**config.mk**
```make
export PLATFORM = sky130hd
export DESIGN_NAME = seven_seg_capture
export DESIGN_NICKNAME = d
export VERILOG_FILES = /design/src/rtl/seven_seg_pkg.sv /design/src/rtl/seg_to_hex.sv /design/src/rtl/seven_seg_capture.sv
export SDC_FILE = /design/constraint.sdc
export NUM_CORES = 1
export LEC_CHECK = 0
export BUFFER_PORTS_ARGS = -buffer_cell sky130_fd_sc_hd__buf_2
export CAP_MARGIN = 30
export CORE_ASPECT_RATIO = 1.25
export CORE_MARGIN = 4
export CORE_UTILIZATION = 64
export DETAILED_ROUTE_END_ITERATION = 6
export GPL_TIMING_DRIVEN = 0
export HOLD_SLACK_MARGIN = 0.03
export PLACE_DENSITY = 0.82
export SYNTH_ARGS = -nofsm -noshare
export SYNTH_HDL_FRONTEND = slang
export SYNTH_SLANG_ARGS = --single-unit
```
**constraint.sdc**
```tcl
create_clock -name clk -period 7 [get_ports clk]
set_input_delay 1.05 -clock clk [delete_from_list [all_inputs] [get_ports clk]]
set_output_delay 1.05 -clock clk [all_outputs]
set_load 0.05 [all_outputs]
```
**src/rtl/seven_seg_pkg.sv**
```systemverilog
// Shared constants for the seven-segment capture path:
// glyph encodings, active-low digit selects and FSM states.
package seven_seg_pkg;

    localparam logic [6:0] GLYPH_0 = 7'b0111111;
    localparam logic [6:0] GLYPH_1 = 7'b0000110;
    localparam logic [6:0] GLYPH_2 = 7'b1011011;
    localparam logic [6:0] GLYPH_3 = 7'b1001111;
    localparam logic [6:0] GLYPH_4 = 7'b1100110;
    localparam logic [6:0] GLYPH_5 = 7'b1101101;
    localparam logic [6:0] GLYPH_6 = 7'b1111101;
    localparam logic [6:0] GLYPH_7 = 7'b0000111;
    localparam logic [6:0] GLYPH_8 = 7'b1111111;
    localparam logic [6:0] GLYPH_9 = 7'b1101111;
    localparam logic [6:0] GLYPH_A = 7'b1110111;
    localparam logic [6:0] GLYPH_B = 7'b1111100;
    localparam logic [6:0] GLYPH_C = 7'b0111001;
    localparam logic [6:0] GLYPH_D = 7'b1011110;
    localparam logic [6:0] GLYPH_E = 7'b1111001;
    localparam logic [6:0] GLYPH_F = 7'b1110001;

    localparam logic [3:0] SEL_D3    = 4'b0111;
    localparam logic [3:0] SEL_D2    = 4'b1011;
    localparam logic [3:0] SEL_D1    = 4'b1101;
    localparam logic [3:0] SEL_D0    = 4'b1110;
    localparam logic [3:0] SEL_BLANK = 4'b1111;

    typedef enum logic [1:0] {
        ST_IDLE,
        ST_LOCKED,
        ST_LOST
    } state_t;

endpackage

```
**src/rtl/seg_to_hex.sv**
```systemverilog
// Inverse of the display encoder: segment pattern {g..a} to nibble.
// Anything outside the 16 hex glyphs is flagged invalid.
module seg_to_hex
    import seven_seg_pkg::*;
(
    input  logic [6:0] seg,
    output logic [3:0] hex,
    output logic       valid
);

    always_comb begin
        hex   = 4'h0;
        valid = 1'b1;
        case (seg)
            GLYPH_0: hex = 4'h0;
            GLYPH_1: hex = 4'h1;
            GLYPH_2: hex = 4'h2;
            GLYPH_3: hex = 4'h3;
            GLYPH_4: hex = 4'h4;
            GLYPH_5: hex = 4'h5;
            GLYPH_6: hex = 4'h6;
            GLYPH_7: hex = 4'h7;
            GLYPH_8: hex = 4'h8;
            GLYPH_9: hex = 4'h9;
            GLYPH_A: hex = 4'hA;
            GLYPH_B: hex = 4'hB;
            GLYPH_C: hex = 4'hC;
            GLYPH_D: hex = 4'hD;
            GLYPH_E: hex = 4'hE;
            GLYPH_F: hex = 4'hF;
            default: valid = 1'b0;
        endcase
    end

endmodule

```
**src/rtl/seven_seg_capture.sv**
```systemverilog
// Captures a multiplexed 4-digit seven-segment display back into a
// 16-bit frame, with refresh filtering and loss-of-frame detection.
module seven_seg_capture
    import seven_seg_pkg::*;
#(
    parameter int STABLE_CYCLES = 4,
    parameter int TIMEOUT_W     = 19
) (
    input  logic        clk,
    input  logic        reset,
    input  logic [6:0]  seg_in,
    input  logic [3:0]  digit_sel_in,
    output logic [15:0] digits_out,
    output logic        digits_valid,
    output logic        err_seg,
    output logic        err_sel,
    output logic        frame_lost
);

    localparam int RUN_W = $clog2(STABLE_CYCLES + 1);

    logic [3:0]           sel_s1, sel_s2;
    logic [6:0]           seg_s1, seg_s2;
    logic [10:0]          cur, prev;
    logic [RUN_W-1:0]     run_cnt;
    logic                 done;
    logic                 same, accept;
    logic                 onehot, blank, glyph_ok;
    logic [1:0]           pos;
    logic [3:0]           hex;
    logic [3:0]           mask;
    logic [15:0]          shadow;
    logic [TIMEOUT_W-1:0] idle_cnt;
    logic                 idle_sat, frame_done, enter_lost;
    state_t               state_q, state_d;

    always_ff @(posedge clk or posedge reset) begin
        if (reset) begin
            sel_s1 <= SEL_BLANK;
            sel_s2 <= SEL_BLANK;
            seg_s1 <= '0;
            seg_s2 <= '0;
        end else begin
            sel_s1 <= digit_sel_in;
            sel_s2 <= sel_s1;
            seg_s1 <= seg_in;
            seg_s2 <= seg_s1;
        end
    end

    assign cur    = {sel_s2, seg_s2};
    assign same   = (cur == prev);
    // run_cnt counts repeat comparisons, so the value has been present
    // STABLE_CYCLES cycles when it reaches STABLE_CYCLES-2 with same set
    assign accept = same && !done && (run_cnt == RUN_W'(STABLE_CYCLES - 2));

    always_ff @(posedge clk or posedge reset) begin
        if (reset) begin
            prev    <= {SEL_BLANK, 7'h00};
            run_cnt <= '0;
            done    <= 1'b0;
        end else begin
            prev <= cur;
            if (!same) begin
                run_cnt <= '0;
                done    <= 1'b0;
            end else if (accept) begin
                done <= 1'b1;
            end else if (!done) begin
                run_cnt <= run_cnt + 1'b1;
            end
        end
    end

    always_comb begin
        onehot = 1'b1;
        pos    = 2'd0;
        case (sel_s2)
            SEL_D0:  pos = 2'd0;
            SEL_D1:  pos = 2'd1;
            SEL_D2:  pos = 2'd2;
            SEL_D3:  pos = 2'd3;
            default: onehot = 1'b0;
        endcase
    end

    assign blank = (sel_s2 == SEL_BLANK);

    seg_to_hex u_dec (
        .seg   (seg_s2),
        .hex   (hex),
        .valid (glyph_ok)
    );

    assign frame_done = (mask == 4'hF);
    assign idle_sat   = &idle_cnt;
    assign enter_lost = (state_q == ST_LOCKED) && (state_d == ST_LOST);

    always_ff @(posedge clk or posedge reset) begin
        if (reset) begin
            digits_out   <= '0;
            digits_valid <= 1'b0;
            err_seg      <= 1'b0;
            err_sel      <= 1'b0;
            mask         <= '0;
            shadow       <= '0;
            idle_cnt     <= '0;
        end else begin
            digits_valid <= frame_done;
            err_seg      <= accept && onehot && !glyph_ok;
            err_sel      <= accept && !onehot && !blank;
            if (frame_done)
                digits_out <= shadow;
            if (accept && onehot && glyph_ok)
                shadow[{pos, 2'b00} +: 4] <= hex;
            if (frame_done || enter_lost)
                mask <= '0;
            else if (accept && onehot)
                mask[pos] <= glyph_ok;
            if (accept)
                idle_cnt <= '0;
            else if (!idle_sat)
                idle_cnt <= idle_cnt + 1'b1;
        end
    end

    always_ff @(posedge clk or posedge reset) begin
        if (reset)
            state_q <= ST_IDLE;
        else
            state_q <= state_d;
    end

    // an accept in the saturating cycle wins over the timeout
    always_comb begin
        state_d = state_q;
        case (state_q)
            ST_IDLE:   if (frame_done) state_d = ST_LOCKED;
            ST_LOCKED: if (idle_sat && !accept) state_d = ST_LOST;
            ST_LOST:   if (frame_done) state_d = ST_LOCKED;
            default:   state_d = ST_IDLE;
        endcase
    end

    always_comb begin
        frame_lost = (state_q == ST_LOST);
    end

endmodule

```
==> metrics.log <==
[metrics] status: completed
[metrics] worst clock skew: 0.01252 ns
[metrics] row count: 33
[metrics] post-synthesis cell type with the largest combined area: sky130_fd_sc_hd__dfrtp_1
[metrics] hold bufs inserted after CTS: 0
[metrics] Met1 Routed Length: 3506 um
[metrics] leading register cell type out of synthesis: sky130_fd_sc_hd__dfrtp_1
[metrics] worst hold path type: register to register
[metrics] Sink Count: 97
[metrics] Final GP Congestion: 0.8903
[metrics] First DRT Iteration DRCs: 323
[metrics] clock transition at the registers of the reported paths: 0.10 ns
[metrics] total leakage power: 2.225 nW
[metrics] source-to-sink clock delay at the later pin of the worst-skew pair: 0.37 ns
[metrics] maximum number of pins on one net before global-route repair: 56
[metrics] Post-synth top cells: sky130_fd_sc_hd__dfrtp_1 (85), sky130_fd_sc_hd__nand2_1 (41), sky130_fd_sc_hd__o21ai_0 (32)
[metrics] power density of the placed cells: 207.8 nW/um2
[metrics] share of the cycle needed by the critical path after routing: 0.3890
[metrics] min-delay src: seg_s1[0]$_DFF_PP0_
[metrics] Antenna Violating Nets Remaining: 0
[metrics] Synth Instances: 414
[metrics] final-report max-slew violation count: 0
[metrics] warnings from Yosys: 0
[metrics] highest net fanout along the worst path: 10
[metrics] number of buffers added by the clock tree synthesis step: 9
[metrics] average via count per standard cell: 5.765
[metrics] share of layout cells above drive strength 1: 0.1771
[metrics] Critical Path End Type: register
[metrics] Die ar.: 8352 um2
[metrics] number of antenna violations at the first check in global routing: 0
[metrics] Antenna Diode Count: 0
[metrics] overall die height: 101.2 um
[metrics] source of the critical timing path: run_cnt[0]$_DFFE_PP0P_
[metrics] Layout Nets: 480
[metrics] clock tree from TritonCTS: built
[metrics] number of gates resized after CTS: 0
[metrics] HPWL reported at the end of detailed placement: 5909 um
[metrics] count of input and output buffers: 32
[metrics] Post-synth EDFFs: 0
[metrics] Slew @ Worst Pin: 1.010 ns
[metrics] detailed-route wire length: 8249 um
[metrics] wire length of the first global-routing pass: 14260 um
[metrics] sequential element share of the synthesized area: 0.5494
[metrics] flops & latches, synth: 97
[metrics] most repeated cell in the gate-level netlist after synthesis: sky130_fd_sc_hd__dfrtp_1
[metrics] effective utilization at floorplan: 0.6687
[metrics] shortest clock period the worst path allows after layout: 2.723 ns
[metrics] mean routed wirelength per cell: 15.00 um
[metrics] highest ir drop seen on vdd: 0.1579 mV
[metrics] flop-to-flop setup slack: 4.28 ns
[metrics] num ports: 33
[metrics] DRC violation count after routing: 0
[metrics] Met3 Wirelength: 349 um
[metrics] relative slew slack: 0.3248
[metrics] DR vias: 3171
[metrics] Final Util: 0.7463
[metrics] maximum clock path buffer count: 2
[metrics] Setup Slack @ Placement: 4.265 ns
[metrics] total routing resource utilization after global routing: 0.2230
[metrics] max_cap viols: 0
[metrics] vias in the first global route: 3183
[metrics] TritonRoute pass-1 iters: 4
[metrics] final worst setup slack: 4.277 ns
[metrics] share of flip-flops with an asynchronous set or reset after synthesis: 1.000
[metrics] mean instance size in the synthesized netlist: 10.74 um2
[metrics] number of endpoints with negative hold slack in the final report: 0
[metrics] area added between synthesis and finish: 11.60%
[metrics] unrepaired setup endpoints after global routing: false
[metrics] core area: 6648 um2
[metrics] Cell variety after synth: 55
[metrics] met2 wire length: 4203 um
[metrics] Sum Neg Setup Slack: 0 ns
[metrics] CTS Root Buffer Type: sky130_fd_sc_hd__clkbuf_8
[metrics] arrival time at the worst endpoint: 3.02 ns
[metrics] required time of the critical path: 7.29 ns
[metrics] top area cells in the synthesized netlist: sky130_fd_sc_hd__dfrtp_1 (48%), sky130_fd_sc_hd__dfstp_2 (7.1%), sky130_fd_sc_hd__xnor2_1 (4.1%)
[metrics] area share of the leading cell type in the synthesized netlist: 0.4785
[metrics] final setup vio count: 0
[metrics] number of setup buffers added after CTS: 0
[metrics] RR Startpoint: run_cnt[0]$_DFFE_PP0P_
[metrics] net count after synthesis: 436
[metrics] gr ovfl total: 0
[metrics] Critical Setup Path Class: register to register
[metrics] FMAX: 0.3673 GHz
[metrics] top layer in use: met4
[metrics] kind of start point of the critical path: register
[metrics] number of H-tree branching levels: 3
[metrics] total standard cell area after synthesis: 4446 um2
[metrics] overall die width: 82.55 um
## routing by layer
layer,track usage,vias up
met5,0,-
met4,0.1069,0
met3,0.03648,18
met2,0.3759,89
met1,0.2769,1522
li1,-,1542
## where the power goes
group | leakage, nW | internal (mW) | switching (mW)
Clock | 0.111 | 0.176 | 0.218
Sequential | 1.25 | 0.572 | 0.00464
Combinational | 0.863 | 0.0209 | 0.0385
Total | 2.23 | 0.769 | 0.262
## cells by family (layout without fill, tap and decap cells)
family / count (synthesis) / after routing / share of synthesized area
AND/OR/NAND/NOR: 137 / 137 / 0.1658
buffers and inverters: 46 / 95 / 0.04193
XOR/XNOR: 31 / 31 / 0.06108
flip-flops: 97 / 97 / 0.5494
multiplexers: 15 / 15 / 0.03462
AO/OA/AOI/OAI: 79 / 79 / 0.1219
adder cells (fa/ha/maj): 9 / 9 / 0.02533
## critical path, cell delays in order, from the launching register on
cell	delay [ns]
sky130_fd_sc_hd__dfrtp_1	0.42
sky130_fd_sc_hd__inv_1	0.07
sky130_fd_sc_hd__ha_1	0.17
sky130_fd_sc_hd__or3b_4	0.42
sky130_fd_sc_hd__nand4b_4	0.19
sky130_fd_sc_hd__nor4b_2	0.74
sky130_fd_sc_hd__o311a_1	0.44
sky130_fd_sc_hd__mux2i_1	0.21
## area by class of cell
class | count | area, um2
timing repair buffer | 33 | 180.2
clock buffer | 9 | 123.9
sequential | 97 | 2442
tap | 87 | 108.9
fill | 442 | 1687
clock inverter | 7 | 100.1
buffer | 21 | 92.59
multi-input combinational | 271 | 1817
inverter | 25 | 96.34
## through the flow
stage	std cells	hold WS, ns	area, um2	power [mW]
3_5_place_dp	534	0.3347	4737	0.6476
4_1_cts	550	0.3592	4961	1.037
5_1_grt	550	0.3646	4961	1.072
2_1_floorplan	414	0.3312	4446	0.6311
3_3_place_gp	533	0.3326	4715	0.6433
6_report	550	0.3564	4961	1.031
## final timing paths
check,to,depth (start not counted)
setup / recovery,shadow[8]$_DFFE_PP0P_,7
hold / removal,seg_s2[0]$_DFF_PP0_,0
setup reg to reg,shadow[8]$_DFFE_PP0P_,7
hold reg to reg,seg_s2[0]$_DFF_PP0_,0
max in group asynchronous,sel_s2[0]$_DFF_PP1_,3
min in group asynchronous,digits_out[0]$_DFFE_PP0P_,2
## placed cells by master (no fill, tap or decap), types with 5 or more instances in the layout
master	count
sky130_fd_sc_hd__dfrtp_1	85
sky130_fd_sc_hd__nand2_1	41
sky130_fd_sc_hd__buf_2	36
sky130_fd_sc_hd__o21ai_0	32
sky130_fd_sc_hd__nor2_1	26
sky130_fd_sc_hd__inv_1	24
sky130_fd_sc_hd__xnor2_1	21
sky130_fd_sc_hd__clkbuf_1	14
sky130_fd_sc_hd__nand4_1	13
sky130_fd_sc_hd__mux2i_1	12
sky130_fd_sc_hd__dfstp_2	12
sky130_fd_sc_hd__nand3_1	11
sky130_fd_sc_hd__a21oi_1	11
sky130_fd_sc_hd__xor2_1	10
sky130_fd_sc_hd__and3_1	10
sky130_fd_sc_hd__ha_1	9
sky130_fd_sc_hd__clkbuf_8	9
sky130_fd_sc_hd__o211ai_1	5
## state kept, by name (all words and copies together) (netlist names), 2 cells and up
register	flops
digits_out	16
idle_cnt	19
mask	4
prev	11
run_cnt	3
seg_s1	7
seg_s2	7
sel_s1	4
sel_s2	4
shadow	16
state_q	2
(Power assumes the default switching activity.)
